### src/rtl/ofmap_reader_pkg.sv
// Shared memory map, FSM encodings and address helper for the ofmap readout path.
// Imported by ofmap_reader.
package ofmap_reader_pkg;

  localparam int PARAM_BASE = 0;
  localparam int WTS_BASE   = 64;
  localparam int IFMAP_BASE = 65536;
  localparam int OFMAP_BASE = 131072;

  localparam logic [3:0] ST_IDLE  = 4'b0001;
  localparam logic [3:0] ST_READ  = 4'b0010;
  localparam logic [3:0] ST_DRAIN = 4'b0100;
  localparam logic [3:0] ST_DONE  = 4'b1000;

  // Ofmap words are laid out channel-major, then row, then column.
  function automatic logic [17:0] ofmap_offset(input logic [3:0] c,
                                               input logic [4:0] y,
                                               input logic [4:0] x);
    return {4'd0, c, y, x};
  endfunction

endpackage

### src/rtl/sync_fifo.sv
// Small synchronous FIFO with an occupancy count.
// Its read data is combinational from the head entry.
module sync_fifo #(
  parameter int DATA_WIDTH = 32,
  parameter int FIFO_DEPTH = 4
) (
  input  logic                          clk,
  input  logic                          srst,
  input  logic                          push,
  input  logic                          pop,
  input  logic [DATA_WIDTH-1:0]         din,
  output logic [DATA_WIDTH-1:0]         dout,
  output logic                          empty,
  output logic                          full,
  output logic [$clog2(FIFO_DEPTH):0]   count
);

  localparam int AW = $clog2(FIFO_DEPTH);

  logic [DATA_WIDTH-1:0] mem [FIFO_DEPTH];
  logic [AW-1:0]         wr_ptr;
  logic [AW-1:0]         rd_ptr;
  logic                  do_push;
  logic                  do_pop;

  assign empty   = (count == '0);
  assign full    = (count == (AW+1)'(FIFO_DEPTH));
  assign do_push = push && !full;
  assign do_pop  = pop && !empty;
  assign dout    = mem[rd_ptr];

  always_ff @(posedge clk) begin
    if (do_push) mem[wr_ptr] <= din;
  end

  // Pointers wrap naturally because the depth is a power of two.
  always_ff @(posedge clk) begin
    if (srst) begin
      wr_ptr <= '0;
      rd_ptr <= '0;
      count  <= '0;
    end else begin
      if (do_push) wr_ptr <= wr_ptr + AW'(1);
      if (do_pop)  rd_ptr <= rd_ptr + AW'(1);
      case ({do_push, do_pop})
        2'b10:   count <= count + (AW+1)'(1);
        2'b01:   count <= count - (AW+1)'(1);
        default: count <= count;
      endcase
    end
  end

endmodule

### src/rtl/ofmap_reader.sv
// Streams an ofmap out of DRAM through a small credit-limited FIFO.
// A read is only issued when its returning word is guaranteed a FIFO slot.
module ofmap_reader
  import ofmap_reader_pkg::*;
#(
  parameter int DATA_WIDTH = 32,
  parameter int ADDR_WIDTH = 18,
  parameter int FIFO_DEPTH = 4
) (
  input  logic                  clk,
  input  logic                  srst,
  input  logic                  start,
  input  logic [5:0]            num_chnl,
  input  logic [5:0]            ofmap_width,
  input  logic [5:0]            ofmap_height,
  output logic                  dram_en_rd,
  output logic [ADDR_WIDTH-1:0] addr_rd,
  input  logic [DATA_WIDTH-1:0] data_in,
  output logic [DATA_WIDTH-1:0] dout,
  output logic                  dout_valid,
  input  logic                  dout_ready,
  output logic                  dout_last,
  output logic                  busy,
  output logic                  done
);

  localparam int CW = $clog2(FIFO_DEPTH) + 1;

  logic [3:0]            state;
  logic [5:0]            x_cnt, y_cnt, c_cnt;
  logic [5:0]            num_chnl_r, width_r, height_r;
  logic                  inflight;
  logic [13:0]           out_cnt, last_idx;
  logic [17:0]           total_words;
  logic [CW-1:0]         fifo_count;
  logic [CW:0]           occupancy;
  logic [DATA_WIDTH-1:0] fifo_dout;
  logic                  fifo_empty, fifo_full;
  logic                  pop, zero_dim, issue_last, drain_done;

  assign zero_dim    = (num_chnl == '0) || (ofmap_width == '0) || (ofmap_height == '0);
  assign total_words = 18'(num_chnl) * 18'(ofmap_height) * 18'(ofmap_width);
  assign occupancy   = {1'b0, fifo_count} + (CW+1)'(inflight);

  assign dram_en_rd = (state == ST_READ) && !fifo_full &&
                      (occupancy < (CW+1)'(FIFO_DEPTH));
  assign addr_rd    = dram_en_rd ?
                      ADDR_WIDTH'(OFMAP_BASE) +
                      ADDR_WIDTH'(ofmap_offset(c_cnt[3:0], y_cnt[4:0], x_cnt[4:0])) : '0;

  assign issue_last = (x_cnt == width_r - 6'd1) && (y_cnt == height_r - 6'd1) &&
                      (c_cnt == num_chnl_r - 6'd1);
  assign pop        = dout_valid && dout_ready;
  // Look one pop ahead so done follows the last accepted word immediately.
  assign drain_done = !inflight &&
                      (fifo_empty || ((fifo_count == CW'(1)) && pop));

  assign dout_valid = !fifo_empty;
  assign dout       = fifo_empty ? '0 : fifo_dout;
  assign dout_last  = dout_valid && (out_cnt == last_idx);
  assign busy       = (state != ST_IDLE);
  assign done       = (state == ST_DONE);

  always_ff @(posedge clk) begin
    if ((state == ST_IDLE) && start) begin
      num_chnl_r <= num_chnl;
      width_r    <= ofmap_width;
      height_r   <= ofmap_height;
      last_idx   <= 14'(total_words - 18'd1);
    end
  end

  always_ff @(posedge clk) begin
    if (srst) begin
      state    <= ST_IDLE;
      x_cnt    <= '0;
      y_cnt    <= '0;
      c_cnt    <= '0;
      inflight <= 1'b0;
      out_cnt  <= '0;
    end else begin
      inflight <= dram_en_rd;
      if (pop) out_cnt <= out_cnt + 14'd1;
      case (state)
        ST_IDLE: begin
          if (start) begin
            x_cnt   <= '0;
            y_cnt   <= '0;
            c_cnt   <= '0;
            out_cnt <= '0;
            state   <= zero_dim ? ST_DONE : ST_READ;
          end
        end
        ST_READ: begin
          if (dram_en_rd) begin
            if (x_cnt == width_r - 6'd1) begin
              x_cnt <= '0;
              if (y_cnt == height_r - 6'd1) begin
                y_cnt <= '0;
                c_cnt <= c_cnt + 6'd1;
              end else begin
                y_cnt <= y_cnt + 6'd1;
              end
            end else begin
              x_cnt <= x_cnt + 6'd1;
            end
            if (issue_last) state <= ST_DRAIN;
          end
        end
        ST_DRAIN: if (drain_done) state <= ST_DONE;
        ST_DONE:  state <= ST_IDLE;
        default:  state <= ST_IDLE;
      endcase
    end
  end

  sync_fifo #(
    .DATA_WIDTH (DATA_WIDTH),
    .FIFO_DEPTH (FIFO_DEPTH)
  ) u_fifo (
    .clk   (clk),
    .srst  (srst),
    .push  (inflight),
    .pop   (pop),
    .din   (data_in),
    .dout  (fifo_dout),
    .empty (fifo_empty),
    .full  (fifo_full),
    .count (fifo_count)
  );

endmodule

### config.mk
export PLATFORM = sky130hd
export DESIGN_NAME = ofmap_reader
export DESIGN_NICKNAME = d
export VERILOG_FILES = /design/src/rtl/ofmap_reader_pkg.sv /design/src/rtl/sync_fifo.sv /design/src/rtl/ofmap_reader.sv
export SDC_FILE = /design/constraint.sdc
export NUM_CORES = 1
export LEC_CHECK = 0
export CORE_UTILIZATION = 50
export DETAILED_ROUTE_END_ITERATION = 6
export PLACE_DENSITY = 0.76
export RECOVER_POWER = 50
export SYNTH_ARGS = -nofsm -noshare
export SYNTH_HDL_FRONTEND = slang
export SYNTH_SLANG_ARGS = --single-unit
### constraint.sdc
create_clock -name clk -period 8.3 [get_ports clk]
set_clock_uncertainty 0.1 [all_clocks]
set_input_delay 1.66 -clock clk [delete_from_list [all_inputs] [get_ports clk]]
set_output_delay 1.66 -clock clk [all_outputs]
set_load 0.05 [all_outputs]
==> results of run 1 <==
[worst max-delay path: stages]
cell and delay [ns]:
clkdlybuf4s15_1 0.27, nand2_1 0.11, fa_1 0.56, inv_1 0.07, fa_1 0.50, fa_1 0.53
ha_4 0.31, nand3_1 0.08, o211ai_1 0.21, nor4_1 0.07, nor3_1 0.17, xor2_1 0.19
and2_1 0.17, fa_1 0.44, fa_1 0.52, fa_1 0.55, inv_1 0.06, fa_1 0.53
inv_1 0.04, ha_1 0.29, or2_2 0.33, a21oi_2 0.14, a31oi_1 0.06, xnor2_1 0.15
xnor2_1 0.13
[registers in the layout (all words and copies together), names as in the netlist, named ones only]
signal,flops
u_fifo.rd_ptr,2
out_cnt,14
x_cnt,6
u_fifo.mem,128
last_idx,14
y_cnt,6
state,4
num_chnl_r,6
u_fifo.wr_ptr,2
height_r,6
width_r,6
inflight,1
c_cnt,6
u_fifo.count,3
[worst paths after layout]
check | end | slack, ns | cells past startpoint
worst min register to register | y_cnt[5] | 0.39 | 2
worst min-delay path | y_cnt[5] | 0.39 | 2
worst max-delay path | last_idx[13] | 0.30 | 25
worst max register to register | y_cnt[5] | 4.57 | 7
[metrics by stage]
stage               instances  total power, mW  utilization, %  cell area (sq um)
global placement         1395             5.10            59.0              13400
floorplan                 950             4.05               -              11700
detailed placement       1395             5.20            59.0              13400
finish                   1430             6.10            61.7              14100
CTS                      1430             6.11            61.9              14100
global route             1430             6.66            61.7              14100
[routing by layer]
| metal | vias up | GRT usage (%) | share of wire [%] |
|---|---|---|---|
| met2 | 152 | 35.3 | 52 |
| met5 | - | 0 | 0 |
| li1 | 3605 | - | - |
| met4 | 0 | 4.81 | 1.6 |
| met1 | 3667 | 24.9 | 43 |
| met3 | 30 | 1.75 | 3.9 |
[final cells by class]
| type | count | share of cell area (%) |
|---|---|---|
| clock buffer | 26 | 3.87 |
| clock inverter | 9 | 0.676 |
| inverter | 84 | 2.24 |
| multi-input combinational | 629 | 39.5 |
| sequential | 206 | 40.7 |
| tap | 313 | 2.78 |
| timing repair buffer | 163 | 10.2 |
[what timing repair did]
action | in CTS | in global routing
cloned | 0 | 0
resized for setup | 7 | 13
endpoints found under the setup margin | 2 | 4
pin swaps | 0 | 10
[cells in the mapped netlist (7+ instances only)]
master	n	area share (%)
mux4_2	32	6.2
ha_1	62	6.6
dfxtp_1	46	7.9
nor3_1	16	0.68
nor2_1	44	1.4
nand3_1	13	0.56
and3_1	21	1.1
and2_1	79	4.2
fa_1	55	9.4
a31oi_1	7	0.37
xor2_1	36	2.7
xnor2_1	53	4.0
inv_1	84	2.7
edfxtp_1	160	41
clkbuf_1	18	0.58
o21ai_0	16	0.68
nand4_1	10	0.53
nand2_1	83	2.7
or3_1	9	0.48
a21oi_1	27	1.2
[cell families (layout without fill, tap and decap cells)]
| logic type | after synthesis | after routing |
|---|---|---|
| adder cells (fa/ha/maj) | 117 | 117 |
| XOR/XNOR | 89 | 89 |
| AO/OA/AOI/OAI | 74 | 74 |
| other | 1 | 3 |
| multiplexers | 36 | 36 |
| buffers and inverters | 115 | 282 |
| flip-flops | 206 | 206 |
| AND/OR/NAND/NOR | 310 | 310 |
[placed cells by master, fill, tap and decap left out, drive strengths merged, types with 6 or more instances in the layout]
cell type,instances
edfxtp,160
inv,84
nand2,83
and2,79
ha,62
fa,55
clkdlybuf4s50,54
xnor2,53
buf,48
dfxtp,46
nor2,44
dlygate4sd3,39
clkbuf,39
xor2,36
mux4,32
a21oi,28
and3,23
o21ai,17
nor3,16
nand3,13
nand4,10
or3,10
a31oi,7
nor4,6
or4,6
clkinv,6
[power by group through the flow]
stage                     Combinational [mW]  Clock (mW)  Sequential (mW)
final                                   3.86       0.878             1.37
after global placement                  3.71           0             1.39
after floorplan                         2.67           0             1.38
after detailed placement                3.81           0             1.39
after CTS                               3.85       0.892             1.37
after global routing                    4.35       0.935             1.37
==> out/results.ini, run 1 <==
[run_status]
status = complete, but fails checks
violations = capacitance limit, slew limit

[floorplanning]
coreArea_sq_um = 22800
die_w_microns = 155
die_area_sq_um = 24000
initial_utilization_pct = 51.4
rows = 55
die_h_microns = 155
top_level_ports = 109

[clocking]
cts_setup_buffers = 0
cts_buffers = 20
cts.sink_count = 206
clk_path_buf_depth = 3
hold_buffers = 0
clockRootBuffer = clkbuf_16
ctsHtreeMaxLevel = 1
cts_tree = done
clkTransAtPathRegs_ns = 0.06
insertion_delay_ns = 0.48

[grt]
grt_max_degree = 36
grtUsageTotal_pct = 19.4
grt_antenna_before_repair = 0
grt_remaining_overflow = 0
grt_pass1_vias = 7687
grt_pass1_wl_mm = 37.3

[sta]
setup_tns_ns = 0
drv_slew = 66
hold_viol_final = 0
tightest_slew_ns = 2.06
fin_crit_ns = 8.00
min_period_over_period_pct = 96.4
rsz0062_at_grt = no
fmax_mhz = 125
hold-worst-slack_ns = 0.395
setup_ws_ns = 0.296
finalSetupViolCount = 0
max_slew_margin_pct = -37.2

[yosys]
synth_xor_area_share_pct = 6.65
synth_seq_cells = 206
async_reset_ff_share_pct = 0
yosysSeqAreaShare_pct = 48.9
synth_cell_types = 56
syn-instance-count = 948
synthAdderAreaFrac_pct = 16.0
synth_top_family_by_area = adder cells
synth_area_per_cell_sq_um = 12.4
synth_flop_cell = edfxtp_1
muxShareOfSynthArea_pct = 6.50
syn-cell-area_sq_um = 11700
yosys_warnings = 0
yosys.area_share.simple_pct = 14.0
synth_compound_area_share_pct = 3.81
synth-edff-count = 160

[drt]
vias_per_cell = 5.21
firstDrtPassIters = 4
wire_per_inst_microns = 15.7
num_vias = 7454
ant_nets = 0
wirelength_mm = 22.4
drt-initial-drc-count = 454
drc = 0

[worst_hold_path]
hold_class = reg2reg
hp-start = y_cnt[5]

[worst_setup_path]
end_kind = flop
crit_arrival_ns = 8.14
crit_start = ofmap_height[5]
r2r-start = u_fifo.count[1]
criticalPathCategory = in2reg
crit_required_ns = 8.44
crit_path_start_kind = primary input
cp_max_fo = 6

[placed_design]
dp.final_hpwl_mm = 15.7
numPortBuffers = 105
preCtsSetupSlack_ns = -0.662
gp_congestion = 0.848

[pwr]
peakVddDrop_mv = 0.708
switching_share_pct = 38.7
p_sw_mw = 2.36
power_density_nw_per_um2 = 434
clockPowerShare_pct = 14.4
pwr-share-seq_pct = 22.4
p_comb_share_pct = 63.2
p_leak_nw = 5.42
p_int_mw = 3.74

[cells_and_area]
area_growth_pct = 20.0
final.fill_count = 1714
regArea_sq_um = 5730
drive_above_1_share_pct = 11.4
multi_input_area_sq_um = 5550
diodes = 0
fin_nets = 1275

[run]
maxCapViolCount = 2

(Power assumes the default switching activity.)
==> run 2: changes to the inputs <==
--- a/config.mk
+++ b/config.mk
@@ -7,8 +7,9 @@
 export LEC_CHECK = 0
 export CORE_UTILIZATION = 50
 export DETAILED_ROUTE_END_ITERATION = 6
-export PLACE_DENSITY = 0.76
-export RECOVER_POWER = 50
+export GPL_TIMING_DRIVEN = 0
+export PLACE_DENSITY = 0.73
+export RECOVER_POWER = 100
 export SYNTH_ARGS = -nofsm -noshare
 export SYNTH_HDL_FRONTEND = slang
 export SYNTH_SLANG_ARGS = --single-unit
==> constraint.sdc (replaced) <==
create_clock -name clk -period 8.5 [get_ports clk]
set_clock_uncertainty 0.1 [all_clocks]
set_input_delay 1.7 -clock clk [delete_from_list [all_inputs] [get_ports clk]]
set_output_delay 1.7 -clock clk [all_outputs]
set_load 0.05 [all_outputs]
==> run 2 against run 1 <==
  * The flow still finishes with violations (capacitance limit, slew limit)
  * First-iteration DRC count down 28%
  * Clock-buffer cell count up 4
  * Hold slack got worse by 0.0037 ns
  * Global-route usage is 0.10 points lower
  * Final cell count fell by 1.7%
  * Sequential cell count did not move
  * Critical endpoint unchanged
==> out/results.ini, run 2 (synthesis results as in run 1) <==
[run_status]
status = complete, but fails checks
violations = capacitance limit, slew limit

[worst_setup_path]
cp_max_fo = 8
crit_family = adder cells
crit_arrival_ns = 8.31
crit_path_start_kind = primary input
r2r-start = u_fifo.count[0]
cp_slowest_cell = fa_1
cp_common_cell = fa_1
crit_buf_inv = 4
crit_required_ns = 8.62
crit_start = ofmap_height[1]
end_kind = flop
criticalPathCategory = in2reg
slowest_delay_ns = 0.57

[floorplanning]
top_level_ports = 109
die_area_sq_um = 24000
initial_utilization_pct = 51.4
rows = 55
die_h_microns = 155
coreArea_sq_um = 22800
die_w_microns = 155

[grt]
grtUsageMet1_pct = 25.0
grt_most_used_layer = met2
grt_use_met2_pct = 34.5
grtUsageTotal_pct = 19.3
grt_pass1_vias = 7496
grt_remaining_overflow = 0
grt_antenna_before_repair = 0
grt_max_degree = 34
gr-usage-met3_pct = 2.12
grt_pass1_wl_mm = 37.2

[sta]
rsz0062_at_grt = no
fmax_mhz = 122
drv_slew = 132
fin_crit_ns = 8.19
min_period_over_period_pct = 96.4
finalSetupViolCount = 0
max_slew_margin_pct = -60.5
tightest_slew_ns = 2.41
hold_viol_final = 0

[cells_and_area]
multi_input_area_sq_um = 5580
final_cell_mix = edfxtp_1, dlygate4sd3_1, inv_1
fin_nets = 1249
stdcell_area_sq_um = 13800
drive_above_1_share_pct = 8.70
final.fill_count = 1813
top_register = u_fifo.mem
layout_commonest_cell = edfxtp_1
diodes = 0
regArea_sq_um = 5730
largest_reg_flops = 128
top_regs = u_fifo.mem x128, last_idx x14, out_cnt x14
area_growth_pct = 17.6

[pwr]
p_sw_mw = 2.28
power_density_nw_per_um2 = 403
clockPowerShare_pct = 15.6
peakVddDrop_mv = 1.16
switching_share_pct = 41.1
p_int_mw = 3.27
power_mw = 5.55
p_comb_share_pct = 60.2
pwr-share-seq_pct = 24.1
p_leak_nw = 5.34

[drt]
vias_per_cell = 5.28
ant_nets = 0
drt-initial-drc-count = 327
num_vias = 7412
firstDrtPassIters = 5
wirelength_mm = 22.1
wire_per_inst_microns = 15.8
drc = 0

[clocking]
cts_tree = done
hold_buffers = 0
clk_path_buf_depth = 3
insertion_delay_ns = 0.49
cts_buffers = 21
clkTransAtPathRegs_ns = 0.06
cts.sink_count = 206
ctsHtreeMaxLevel = 1
clockRootBuffer = clkbuf_16

[placed_design]
dp.final_hpwl_mm = 16.0
numPortBuffers = 104
dpl_cell_area_sq_um = 13200
gp_congestion = 0.809

[worst_hold_path]
hp-start = y_cnt[5]
hold_class = reg2reg

[run]
maxCapViolCount = 4

==> run 2: changes by cell type in the layout (fill, tap and decap cells not counted), moves of 4 or more <==
cell and delta:
and2_0 +6, and2_1 -6, buf_2 +4, buf_4 -43, clkbuf_1 +13, clkbuf_2 +9
clkdlybuf4s50_1 -51, dlygate4sd3_1 +50, dlymetal6s2s_1 -5
==> run 2: power by group through the flow <==
| stage | logic, mW | clock network, mW | registers, mW |
|---|---|---|---|
| floorplan | 2.61 | 0 | 1.35 |
| global placement | 3.32 | 0 | 1.36 |
| detailed placement | 3.36 | 0 | 1.36 |
| CTS | 3.40 | 0.879 | 1.34 |
| global route | 3.79 | 0.921 | 1.35 |
| finish | 3.34 | 0.868 | 1.34 |
==> run 2: routing by layer <==
layer	wire length [microns]	share of wire [%]	vias to the layer above
met5	0	0	-
met4	366	1.7	0
met3	930	4.2	29
met2	11200	50	162
met1	9690	44	3663
li1	-	-	3558
==> run 2: final timing paths <==
check	to	slack (ns)	depth (start not counted)
max	last_idx[13]	0.31	25
min	y_cnt[5]	0.39	2
max reg2reg	u_fifo.mem[0][18]	4.76	4
min reg2reg	y_cnt[5]	0.39	2
==> run 2: per-stage QoR <==
stage / utilization, % / TNS, ns / std cells / setup slack (ns) / hold slack, ns
after global placement: 57.8 / -2.57 / 1367 / -0.866 / 0.378
after floorplan: - / 0 / 950 / 0.408 / 0.352
after detailed placement: 57.8 / -2.90 / 1367 / -0.957 / 0.385
final: 60.5 / 0 / 1405 / 0.308 / 0.391
after CTS: 60.7 / 0 / 1405 / 0.0251 / 0.391
after global routing: 60.5 / 0 / 1405 / 0.0179 / 0.407
==> run 2: layout make-up <==
| cell class | instances | share of cell area (%) |
|---|---|---|
| sequential | 206 | 41.6 |
| clock inverter | 7 | 0.418 |
| buffer | 31 | 0.962 |
| timing repair buffer | 105 | 7.17 |
| multi-input combinational | 629 | 40.5 |
| inverter | 84 | 2.29 |
| clock buffer | 30 | 4.28 |
| tap | 313 | 2.84 |
==> run 2: worst register-to-register path, delay by kind of cell (launching register included) <==
family          cells  cell delay [ns]
fa+ha+maj           1             0.22
compound gates      1             0.61
buf+inv             1             0.09
simple gates        1             1.86
flops               1             0.41
==> run 2: what timing repair did <==
item,CTS,global route
pin swaps,2,5
setup buffers,1,0
gates resized for setup,16,32
endpoints found under the hold margin,0,0
setup endpoints to repair,4,4
==> run 3: changes to the inputs <==
--- a/config.mk
+++ b/config.mk
@@ -5,6 +5,7 @@
 export SDC_FILE = /design/constraint.sdc
 export NUM_CORES = 1
 export LEC_CHECK = 0
+export CORE_ASPECT_RATIO = 0.8
 export CORE_UTILIZATION = 50
 export DETAILED_ROUTE_END_ITERATION = 6
 export GPL_TIMING_DRIVEN = 0
==> run 3 against run 2 <==
  * The run still ends with capacitance limit, slew limit left
  * Total power is 1.5% higher
  * Sequential cell count stayed put
  * Non-clock buffer count stayed put
  * Critical path depth is 2 lower
  * Largest cell class unchanged
  * Highest routed layer unchanged
==> out/results.ini, run 3 (synthesis results as in run 1) <==
[worst_hold_path]
hold_class = reg2reg
hold-path-cell-count = 2
hp-start = state[1]

[clocking]
clkTransAtPathRegs_ns = 0.06
cts_tree = done
cts_buffers = 23
ctsHtreeMaxLevel = 1
insertion_delay_ns = 0.50
clk_path_buf_depth = 3
clockRootBuffer = clkbuf_16
cts.sink_count = 206
hold_buffers = 0

[worst_setup_path]
end_kind = flop
slowest_delay_ns = 0.57
cp_common_cell = fa_1
crit_path_start_kind = primary input
cp_max_fo = 8
crit_start = ofmap_height[1]
r2r-start = u_fifo.count[0]
crit_chain = clkbuf_1 > nand2_1 > fa_1 > fa_1 > fa_1 > inv_1 > ha_1 > a21o_1 > a221oi_2 > xnor2_2 > and2_1 > fa_1 > fa_1 > fa_1 > inv_1 > fa_1 > inv_1 > ha_1 > or2_2 > a21oi_1 > a31oi_1 > xnor2_1 > xnor2_1
crit_buf_inv = 4
crit_family = adder cells
reg2reg_depth = 4
crit_required_ns = 8.64
cp_slowest_cell = fa_1
criticalPathCategory = in2reg
crit_cells = 23
crit_arrival_ns = 8.38

[sta]
fmax_mhz = 121
setup_tns_ns = 0
hold_viol_final = 0
rsz0062_at_grt = no
min_period_over_period_pct = 96.9
max_slew_margin_pct = -63.1
fin_crit_ns = 8.24
setup_ws_ns = 0.261
finalSetupViolCount = 0
drv_slew = 132
tightest_slew_ns = 2.45

[floorplanning]
die_area_sq_um = 24100
rows = 49
die_h_microns = 139
coreArea_sq_um = 22700
die_w_microns = 173
initial_utilization_pct = 51.5
top_level_ports = 109

[drt]
wire_per_inst_microns = 15.9
wirelength_mm = 22.3
vias_per_cell = 5.27
num_vias = 7387
ant_nets = 0
drt-initial-drc-count = 457
firstDrtPassIters = 5
drc = 0

[grt]
grt_antenna_before_repair = 0
grt_pass1_vias = 7425
grt_pass1_wl_mm = 37.8
grt_max_degree = 34
grt_remaining_overflow = 0
grtUsageTotal_pct = 19.3

[pwr]
power_mw = 5.64
switching_share_pct = 40.2
p_comb_share_pct = 58.4
pwr-share-seq_pct = 23.8
p_leak_nw = 5.41
power_density_nw_per_um2 = 407
p_sw_mw = 2.27
p_int_mw = 3.37
clockPowerShare_pct = 17.8
peakVddDrop_mv = 0.802

[placed_design]
dp.cells = 1360
preCtsSetupSlack_ns = -0.846
numPortBuffers = 104
gp_congestion = 0.820
dp.final_hpwl_mm = 16.0

[cells_and_area]
largest_reg_flops = 128
top_register = u_fifo.mem
diodes = 0
postLayoutCoreUtil_pct = 60.9
finalNonFillerCells = 1402
drive_above_1_share_pct = 9.12
top_regs = u_fifo.mem x128, last_idx x14, out_cnt x14
area_growth_pct = 18.3
final_cell_mix = edfxtp_1, dlygate4sd3_1, inv_1
layout_commonest_cell = edfxtp_1
fin_nets = 1251

[run_status]
violations = capacitance limit, slew limit
status = complete, but fails checks

[run]
maxCapViolCount = 4

[run 3: cell count changes in the layout (fill, tap and decap cells not counted), sizes merged]
cell / before / now
buf: 10 / 7
bufinv: 1 / 4
clkbuf: 64 / 61
clkinv: 5 / 8
clkinvlp: 1 / 2
inv: 84 / 87
[run 3: path summary, 6_finish.rpt]
check	to	slack (ns)
setup / recovery	last_idx[13]	0.26
hold / removal	state[1]	0.42
setup reg to reg	u_fifo.mem[1][17]	4.72
hold reg to reg	state[1]	0.42
[run 3: what timing repair did]
item                                    CTS  global route
resized for setup                        15            26
buffers inserted                          1             0
endpoints found under the hold margin     0             0
endpoints found under the setup margin    4             4
pin swaps                                 1             0
[run 3: area by class of cell]
class | instances | area [sq um]
fillers | 1773 | 8880
flip-flops and latches | 206 | 5730
multi-input cells | 629 | 5540
repair buffers | 105 | 986
clock buffers | 24 | 579
well taps | 306 | 383
inverters | 84 | 315
clock inverters | 17 | 198
plain buffers | 31 | 133
[run 3: tightest hold or removal path, cell delays in order, from the launching register on]
cell	delay (ns)
dfxtp_1	0.34
nand2_1	0.08
a21oi_2	0.04
[run 3: power by group through the flow]
stage	Combinational [mW]	Sequential [mW]	Clock, mW
detailed placement	3.32	1.36	0
finish	3.29	1.34	1.01
global route	3.73	1.34	1.06
CTS	3.35	1.34	1.02
floorplan	2.61	1.35	0
global placement	3.27	1.36	0
[run 3: routing by layer]
| layer | vias to the layer above | GRT usage, % | wire length (microns) |
|---|---|---|---|
| met5 | - | 0 | 0 |
| met4 | 0 | 4.10 | 352 |
| met3 | 28 | 2.30 | 738 |
| met2 | 147 | 31.1 | 10300 |
| met1 | 3640 | 28.2 | 10900 |
| li1 | 3572 | - | - |
[run 3: per-stage QoR]
step           instance area, sq um  hold slack, ns
2_1_floorplan                 11700           0.352
3_3_place_gp                  13100           0.397
3_5_place_dp                  13200           0.408
4_1_cts                       13900           0.417
5_1_grt                       13900           0.431
6_report                      13900           0.416
